File: src/rtl/logic_unit_if.sv
// Handshake bundle for logic_unit_pipe: upstream operand side and downstream result side.
interface logic_unit_if #(
  parameter int WIDTH = 8,
  parameter int CNT_W = 16
);
  logic             in_valid;
  logic             in_ready;
  logic [WIDTH-1:0] a;
  logic [WIDTH-1:0] b;
  logic [2:0]       op;
  logic             out_valid;
  logic             out_ready;
  logic [WIDTH-1:0] y;
  logic             zero;
  logic             parity;
  logic             err;
  logic [CNT_W-1:0] op_count;

  modport master (
    output in_valid, a, b, op, out_ready,
    input  in_ready, out_valid, y, zero, parity, err, op_count
  );

  modport slave (
    input  in_valid, a, b, op, out_ready,
    output in_ready, out_valid, y, zero, parity, err, op_count
  );
endinterface

File: src/rtl/logic_unit_pipe.sv
// Registered eight-opcode bitwise logic unit with valid/ready on both sides
// and a saturating count of results handed downstream.
module logic_unit_pipe #(
  parameter int WIDTH = 8,
  parameter int CNT_W = 16
) (
  input  logic         clk,
  input  logic         rst,
  logic_unit_if.slave  bus
);

  logic             out_valid_q, out_valid_d;
  logic [WIDTH-1:0] y_q, y_d;
  logic             zero_q, zero_d;
  logic             parity_q, parity_d;
  logic             err_q, err_d;
  logic [CNT_W-1:0] cnt_q, cnt_d;

  logic             in_ready;
  logic             accept;
  logic             xfer;
  logic [WIDTH-1:0] res;
  logic             res_err;

  // Single output register: a slot frees up only when the current result leaves.
  assign in_ready = ~out_valid_q | bus.out_ready;
  assign accept   = bus.in_valid & in_ready;
  assign xfer     = out_valid_q & bus.out_ready;

  always_comb begin
    res     = '0;
    res_err = 1'b0;
    case (bus.op)
      3'b000:  res = bus.a & bus.b;
      3'b001:  res = bus.a | bus.b;
      3'b010:  res = ~bus.a;
      3'b011:  res = bus.a ^ bus.b;
      3'b100:  res = ~(bus.a & bus.b);
      3'b101:  res = ~(bus.a | bus.b);
      3'b110:  res = ~(bus.a ^ bus.b);
      default: begin
        res     = '0;
        res_err = 1'b1;
      end
    endcase
  end

  always_comb begin
    out_valid_d = out_valid_q;
    y_d         = y_q;
    zero_d      = zero_q;
    parity_d    = parity_q;
    err_d       = err_q;
    cnt_d       = cnt_q;

    if (xfer && (cnt_q != {CNT_W{1'b1}})) begin
      cnt_d = cnt_q + CNT_W'(1);
    end

    if (accept) begin
      out_valid_d = 1'b1;
      y_d         = res;
      zero_d      = (res == '0);
      parity_d    = ^res;
      err_d       = res_err;
    end else if (xfer) begin
      out_valid_d = 1'b0;
    end
  end

  always_ff @(posedge clk) begin
    if (rst) begin
      out_valid_q <= 1'b0;
      y_q         <= '0;
      zero_q      <= 1'b1;
      parity_q    <= 1'b0;
      err_q       <= 1'b0;
      cnt_q       <= '0;
    end else begin
      out_valid_q <= out_valid_d;
      y_q         <= y_d;
      zero_q      <= zero_d;
      parity_q    <= parity_d;
      err_q       <= err_d;
      cnt_q       <= cnt_d;
    end
  end

  assign bus.in_ready  = in_ready;
  assign bus.out_valid = out_valid_q;
  assign bus.y         = y_q;
  assign bus.zero      = zero_q;
  assign bus.parity    = parity_q;
  assign bus.err       = err_q;
  assign bus.op_count  = cnt_q;

endmodule

File: src/flat_wrapper.sv
// flat-port wrapper written by rule: the top's interface ports become plain ports
module logic_unit_pipe_flat 
#(
  parameter int WIDTH = 8,
  parameter int CNT_W = 16
)
  (clk, rst, bus_in_valid, bus_a, bus_b, bus_op, bus_out_ready, bus_in_ready, bus_out_valid, bus_y, bus_zero, bus_parity, bus_err, bus_op_count);
  logic_unit_if #(.WIDTH(WIDTH), .CNT_W(CNT_W)) bus_i ();
  input  logic clk;
  input  logic rst;
  input wire logic [$bits(bus_i.in_valid)-1:0] bus_in_valid;
  input wire logic [$bits(bus_i.a)-1:0] bus_a;
  input wire logic [$bits(bus_i.b)-1:0] bus_b;
  input wire logic [$bits(bus_i.op)-1:0] bus_op;
  input wire logic [$bits(bus_i.out_ready)-1:0] bus_out_ready;
  output wire logic [$bits(bus_i.in_ready)-1:0] bus_in_ready;
  output wire logic [$bits(bus_i.out_valid)-1:0] bus_out_valid;
  output wire logic [$bits(bus_i.y)-1:0] bus_y;
  output wire logic [$bits(bus_i.zero)-1:0] bus_zero;
  output wire logic [$bits(bus_i.parity)-1:0] bus_parity;
  output wire logic [$bits(bus_i.err)-1:0] bus_err;
  output wire logic [$bits(bus_i.op_count)-1:0] bus_op_count;
  assign bus_i.in_valid = bus_in_valid;
  assign bus_i.a = bus_a;
  assign bus_i.b = bus_b;
  assign bus_i.op = bus_op;
  assign bus_i.out_ready = bus_out_ready;
  assign bus_in_ready = bus_i.in_ready;
  assign bus_out_valid = bus_i.out_valid;
  assign bus_y = bus_i.y;
  assign bus_zero = bus_i.zero;
  assign bus_parity = bus_i.parity;
  assign bus_err = bus_i.err;
  assign bus_op_count = bus_i.op_count;
  logic_unit_pipe #(.WIDTH(WIDTH), .CNT_W(CNT_W)) u_core (.clk(clk), .rst(rst), .bus(bus_i));
endmodule
File: config.mk
export PLATFORM = sky130hd
export DESIGN_NAME = logic_unit_pipe_flat
export DESIGN_NICKNAME = d
export VERILOG_FILES = /design/src/rtl/logic_unit_if.sv /design/src/rtl/logic_unit_pipe.sv /design/src/flat_wrapper.sv
export SDC_FILE = /design/constraint.sdc
export NUM_CORES = 1
export LEC_CHECK = 0
export ABC_AREA = 1
export BUFFER_PORTS_ARGS = -buffer_cell sky130_fd_sc_hd__buf_2
export CORE_MARGIN = 2
export CORE_UTILIZATION = 54
export DETAILED_ROUTE_END_ITERATION = 8
export PLACE_DENSITY = 0.79
export SYNTH_ARGS = -nofsm -noshare
export SYNTH_HDL_FRONTEND = slang
export SYNTH_SLANG_ARGS = --single-unit
File: constraint.sdc
create_clock -name clk -period 2.1 [get_ports clk]
set_input_delay 0.105 -clock clk [delete_from_list [all_inputs] [get_ports clk]]
set_output_delay 0.105 -clock clk [all_outputs]
set_load 0.01 [all_outputs]
Word level (Yosys, flattened, before mapping):

Index checks and enable logic that the tools add are counted.

* register bits after elaboration: 28
* latch bits: 0
* RAM bits: 0
* bits in read-only memories: 0
* bits of input ports: 23
* output and inout bits: 29
* word-level logic and storage cells: 35
* memories kept: 0

* add/subtract/negate cells: 1
* $mul: 0
* divide/modulo/power cells: 0
* $lt $le $gt $ge: 0
* eq/ne operators: 7
* shifts and indexed selects: 0
* muxes and demuxes: 4
* bitwise logic cells: 11
* reductions and logical operators: 6

Operators by type and width (count)
* $pmux W8 S7: 1
* $not A8 Y8: 4
* $add A16 B1 Y16 const B: 1
* $ne A16 B16 Y1 const B: 1
* $eq A3 B3 Y1 const B: 3
* $and A8 B8 Y8: 1
* $logic_not A8 Y1: 1
* $or A8 B8 Y8: 1
* $reduce_xor A8 Y1: 1
* $xor A8 B8 Y8: 1
* $reduce_or A7 Y1: 1
* $eq A3 B2 Y1 const B: 2
* $eq A3 B1 Y1 const B: 1
* $logic_not A3 Y1: 1
* $mux W1: 3
* $and A1 B1 Y1: 2
* $reduce_bool A2 Y1: 1
* $logic_and A1 B1 Y1: 1
* $not A1 Y1: 1
* $or A1 B1 Y1: 1

Logic depth before layout (Yosys ltp):

* word-level depth: 4
* mapped depth: 14
* mapped depth without buffers: 13

Least setup slack after synthesis:

OpenSTA, ideal clock, no wires.

* kind: input to register
* start: input bus_op[0]
* end: register u_core.parity_q (netlist: u_core.bus.parity)
* setup time: 0.115 ns
* arrival time: 1.623 ns
* data required time: 1.985 ns
* setup slack: 0.362 ns
* cell stages on the path: 13
* path buffers: 1
* cells stage by stage: buf_2 nor2_1 nand2_1 inv_1 nand2_1 o21ai_0 nor2_1 and2_1 ha_1 xor2_1 xnor2_1 o21ai_0 inv_1

* longest elaborated chain between the ends: 3
* elaborated cells on any way between the ends: 9
* classes of those cells: eq/ne: 6; mux: 1; reduce/logical: 2

Ends and longest elaborated chain
* start: declaration: RTL line flat_wrapper.sv:14 `input wire logic [$bits(bus_i.op)-1:0] bus_op;`
* $eq A3 B3 Y1, or another cell as far along: RTL line logic_unit_pipe.sv:33 `case (bus.op)`
* $pmux W8 S7 (*): RTL line logic_unit_pipe.sv:33
* $reduce_xor A8 Y1 (*): RTL line logic_unit_pipe.sv:64 `parity_d = ^res;`
* end signal: assignment: RTL line logic_unit_pipe.sv:83 `parity_q <= parity_d;`
* end: declaration: RTL line logic_unit_pipe.sv:15 `logic parity_q, parity_d;`

Mark *: on every way between the ends. The rest lies on a longest branch, timed or not.
A chain may end at the register's enable or synchronous reset.

Worst setup path in the final report:

* start: register u_core.cnt_q[0] (netlist: u_core.bus.op_count[0])
* end: register u_core.cnt_q[12] (netlist: u_core.bus.op_count[12])

* longest elaborated chain between the ends: 2
* elaborated cells on any way between the ends: 3
* classes of those cells: add/sub: 1; eq/ne: 1; reduce/logical: 1

Ends and longest elaborated chain
* start: declaration: RTL line logic_unit_pipe.sv:17 `logic [CNT_W-1:0] cnt_q, cnt_d;`
* start signal: assignment: RTL line logic_unit_pipe.sv:85 `cnt_q <= cnt_d;`
* branches (longest 2 deep; another with $add A16 B1 Y16)

Several ways; the timed one is not identified.

==> implementation parameters <==
Parameter                              Value

Synth
  Cells taking the most area after synthesis    dfxtp_1, nand2_1, ha_1
  Async set-or-reset flop fraction in the synthesized netlist    0%
  Total standard cell area after synthesis    2290 um^2
  Synthesis-stage register bit count    28
  Per-instance average area after synthesis    6.13 um^2
  Synth area leader    dfxtp_1
  Synth top area share    24.5%
  Share of the yosys chip area belonging to registers    24.5%
  Most instantiated flip-flop cell in the synthesis netlist    dfxtp_1
  Most common cell in the netlist    nand2_1
  List of most frequent post-synthesis cells    nand2_1, nor2_1, inv_1, dfxtp_1, ha_1
  Number of flops mapped to enable cells by yosys    0
  Distinct cell type count of the synthesized netlist    25
  Synthesized Nets    418
  Syn Inst Count    374
  Number of warnings reported in the yosys synthesis log    0

Power and ir drop
  Peak ir drop on the vdd network    0.449 mV
  P_leak    1.50 nW
  Areal power density over the cells    467 nW/um^2

Critical path
  Largest stage delay, worst path    0.36 ns
  Master of the slowest instance on the critical path    dfxtp_1
  Type of the worst setup path    flop to flop
  Required time at the endpoint of the critical path    2.32 ns
  Worst reg2reg setup slack    0.40 ns
  Type of origin of the critical path    flop
  Element type at the critical path end    flop
  Cell Chain, Critical Path    ha_1 > inv_1 > nor2_4 > nand2_4 > nor2_4 > nor2_2 > buf_12 > nand2_1 > nand2_1 > inv_2 > nor2_2
  Crit-path max FO    15
  WP data arrival    1.92 ns

Floorplanning
  Die height    69.1 um
  Core Footprint    4030 um^2
  Area of the die    4780 um^2
  I/O Pins    52
  Initial Utilization    56.9%
  Die width    69.1 um
  Standard-cell rows    23

Detailed routing
  Number of vias per cell    4.94
  Post-detailed-route DRC marker count    0
  Routed via count    2348
  Pre-Repair DR Iteration Count    4
  Detailed router's first-iteration violation count    156
  Wire per inst    10.5 um
  Residual antenna-violating net count after detailed routing    0
  Detailed-route wire length    4.98 mm

Timing
  Actual transition at the worst max-transition pin    0.350 ns
  Share of the cycle needed by the critical path after routing    80.9%
  Number of failing hold endpoints at the final stage    0
  Slew Viols, Final    0
  Final number of setup-violating endpoints    0
  Shortest clock period the worst path allows after layout    1.70 ns
  Total Neg Setup Slack    0 ns
  Slew margin rel.    76.6%
  RSZ-0062 raised after global routing    false
  Achievable Freq    0.589 GHz
  Setup clock skew after layout    0.00256 ns

Clock network
  Root buffer cell    clkbuf_8
  Clock buffers created by TritonCTS    3
  Level count of the clock H-tree    1
  Post-CTS Resized    0
  Clock latency at the later pin of the worst-skew pair    0.27 ns
  TritonCTS clock tree    yes
  CTS Hold Bufs    0
  Clock sinks    28
  Clock transition at the registers of the reported paths    0.10 ns
  Post-CTS setup buffer count    0
  Worst-case clock buffer depth    2

Final layout
  # diodes    0
  Layout net count    470
  Count of non-filler cells in the finished layout    475
  Growth of design area from synthesis to finish    15.7%
  Layout cell share with drive strength beyond 1    18.8%

Run
  # Max-Cap Violations    0

Place
  Placed wire-length estimate after detailed placement    3.89 mm
  GPL Wtd Cong    0.946
  Port Buffer Count    51
  Number of instances in the placed design    471

Worst hold path
  Class of the worst hold path    input pin to flop

Outcome
  Status    complete, no violations

Global route
  Number of antenna violations at the first check in global routing    0
  Total gr overflow    0
  Number of global-route vias before repair    2113
  Maximum number of pins on one net before global-route repair    20
  Wire length of the first global-routing pass    8.79 mm
  GR Util All Layers    21.2%
final cells by class:
| class | instances | area (um^2) |
|---|---|---|
| tap | 50 | 62.6 |
| timing repair buffer | 53 | 283 |
| sequential | 28 | 561 |
| multi-input combinational | 274 | 1440 |
| inverter | 66 | 248 |
| clock buffer | 4 | 55.1 |
| fill | 378 | 1380 |
through the flow:
step	utilization, %	setup WS (ns)	cell area [um^2]	hold slack, ns	power, mW
2_1_floorplan	-	0.362	2290	0.270	0.812
3_3_place_gp	64.4	0.166	2590	0.420	0.904
3_5_place_dp	64.4	0.161	2590	0.437	0.912
4_1_cts	65.8	0.378	2650	0.140	1.25
5_1_grt	65.8	0.204	2650	0.178	1.32
6_report	65.8	0.401	2650	0.142	1.24
cells by family (layout without fill, tap and decap cells):
| family | after synthesis | count (layout) | share of synthesized area (%) |
|---|---|---|---|
| DFF | 28 | 28 | 24.5 |
| AOI/OAI and AO/OA | 26 | 26 | 5.68 |
| adders and majority gates | 21 | 21 | 11.5 |
| buffers and inverters | 72 | 123 | 12.6 |
| xor gates and xnor gates | 10 | 10 | 3.82 |
| and+or+nand+nor | 217 | 217 | 41.9 |
report_power, final:
part,total [mW],internal [mW],switching [mW]
clock network,0.334,0.168,0.166
logic,0.330,0.139,0.191
registers,0.572,0.556,0.0162
worst max-delay path, delay by kind of cell (launching register included):
family / cells / cell delay [ns]
buffers and inverters: 3 / 0.34
DFF: 1 / 0.36
adders and majority gates: 1 / 0.24
and+or+nand+nor: 7 / 0.69
path summary, 6_finish.rpt:
| path | cells after the start | endpoint | from |
|---|---|---|---|
| setup reg to reg | 11 | u_core.bus.op_count[12]$_SDFFE_PP0P_ | u_core.bus.op_count[0]$_SDFFE_PP0P_ |
| setup / recovery | 11 | u_core.bus.op_count[12]$_SDFFE_PP0P_ | u_core.bus.op_count[0]$_SDFFE_PP0P_ |
| hold reg to reg | 2 | u_core.bus.zero$_SDFFE_PP1P_ | u_core.bus.zero$_SDFFE_PP1P_ |
| hold / removal | 4 | u_core.bus.out_valid$_SDFFE_PP0P_ | bus_out_ready |
per-layer routing:
layer  share of wire [%]  vias to the layer above  GRT usage [%]  wire, um
met3                 5.4                        2           4.68       267
met4                0.26                        0           2.61        13
li1                    -                     1243              -         -
met2                  44                       61           36.5      2210
met1                  50                     1042           27.7      2490
met5                   0                        -              0         0
layout by cell type (no fill, tap or decap), types with 4 or more instances in the layout:
master / instances
inv_1: 60
xor2_1: 5
nand3_2: 6
nand3_1: 17
o21ai_0: 12
a21oi_1: 13
clkbuf_8: 4
dfxtp_1: 28
nor2_2: 5
inv_2: 5
ha_1: 21
buf_2: 51
nand2_1: 96
nor3_1: 8
and2_1: 6
xnor2_1: 5
nor2_1: 67
registers in the layout, summed over array words and instances (netlist names):
register,cells
u_core.bus.parity,1
u_core.bus.op_count,16
u_core.bus.zero,1
u_core.bus.out_valid,1
u_core.bus.y,8
u_core.bus.err,1
Power figures use the tool's default switching activity.
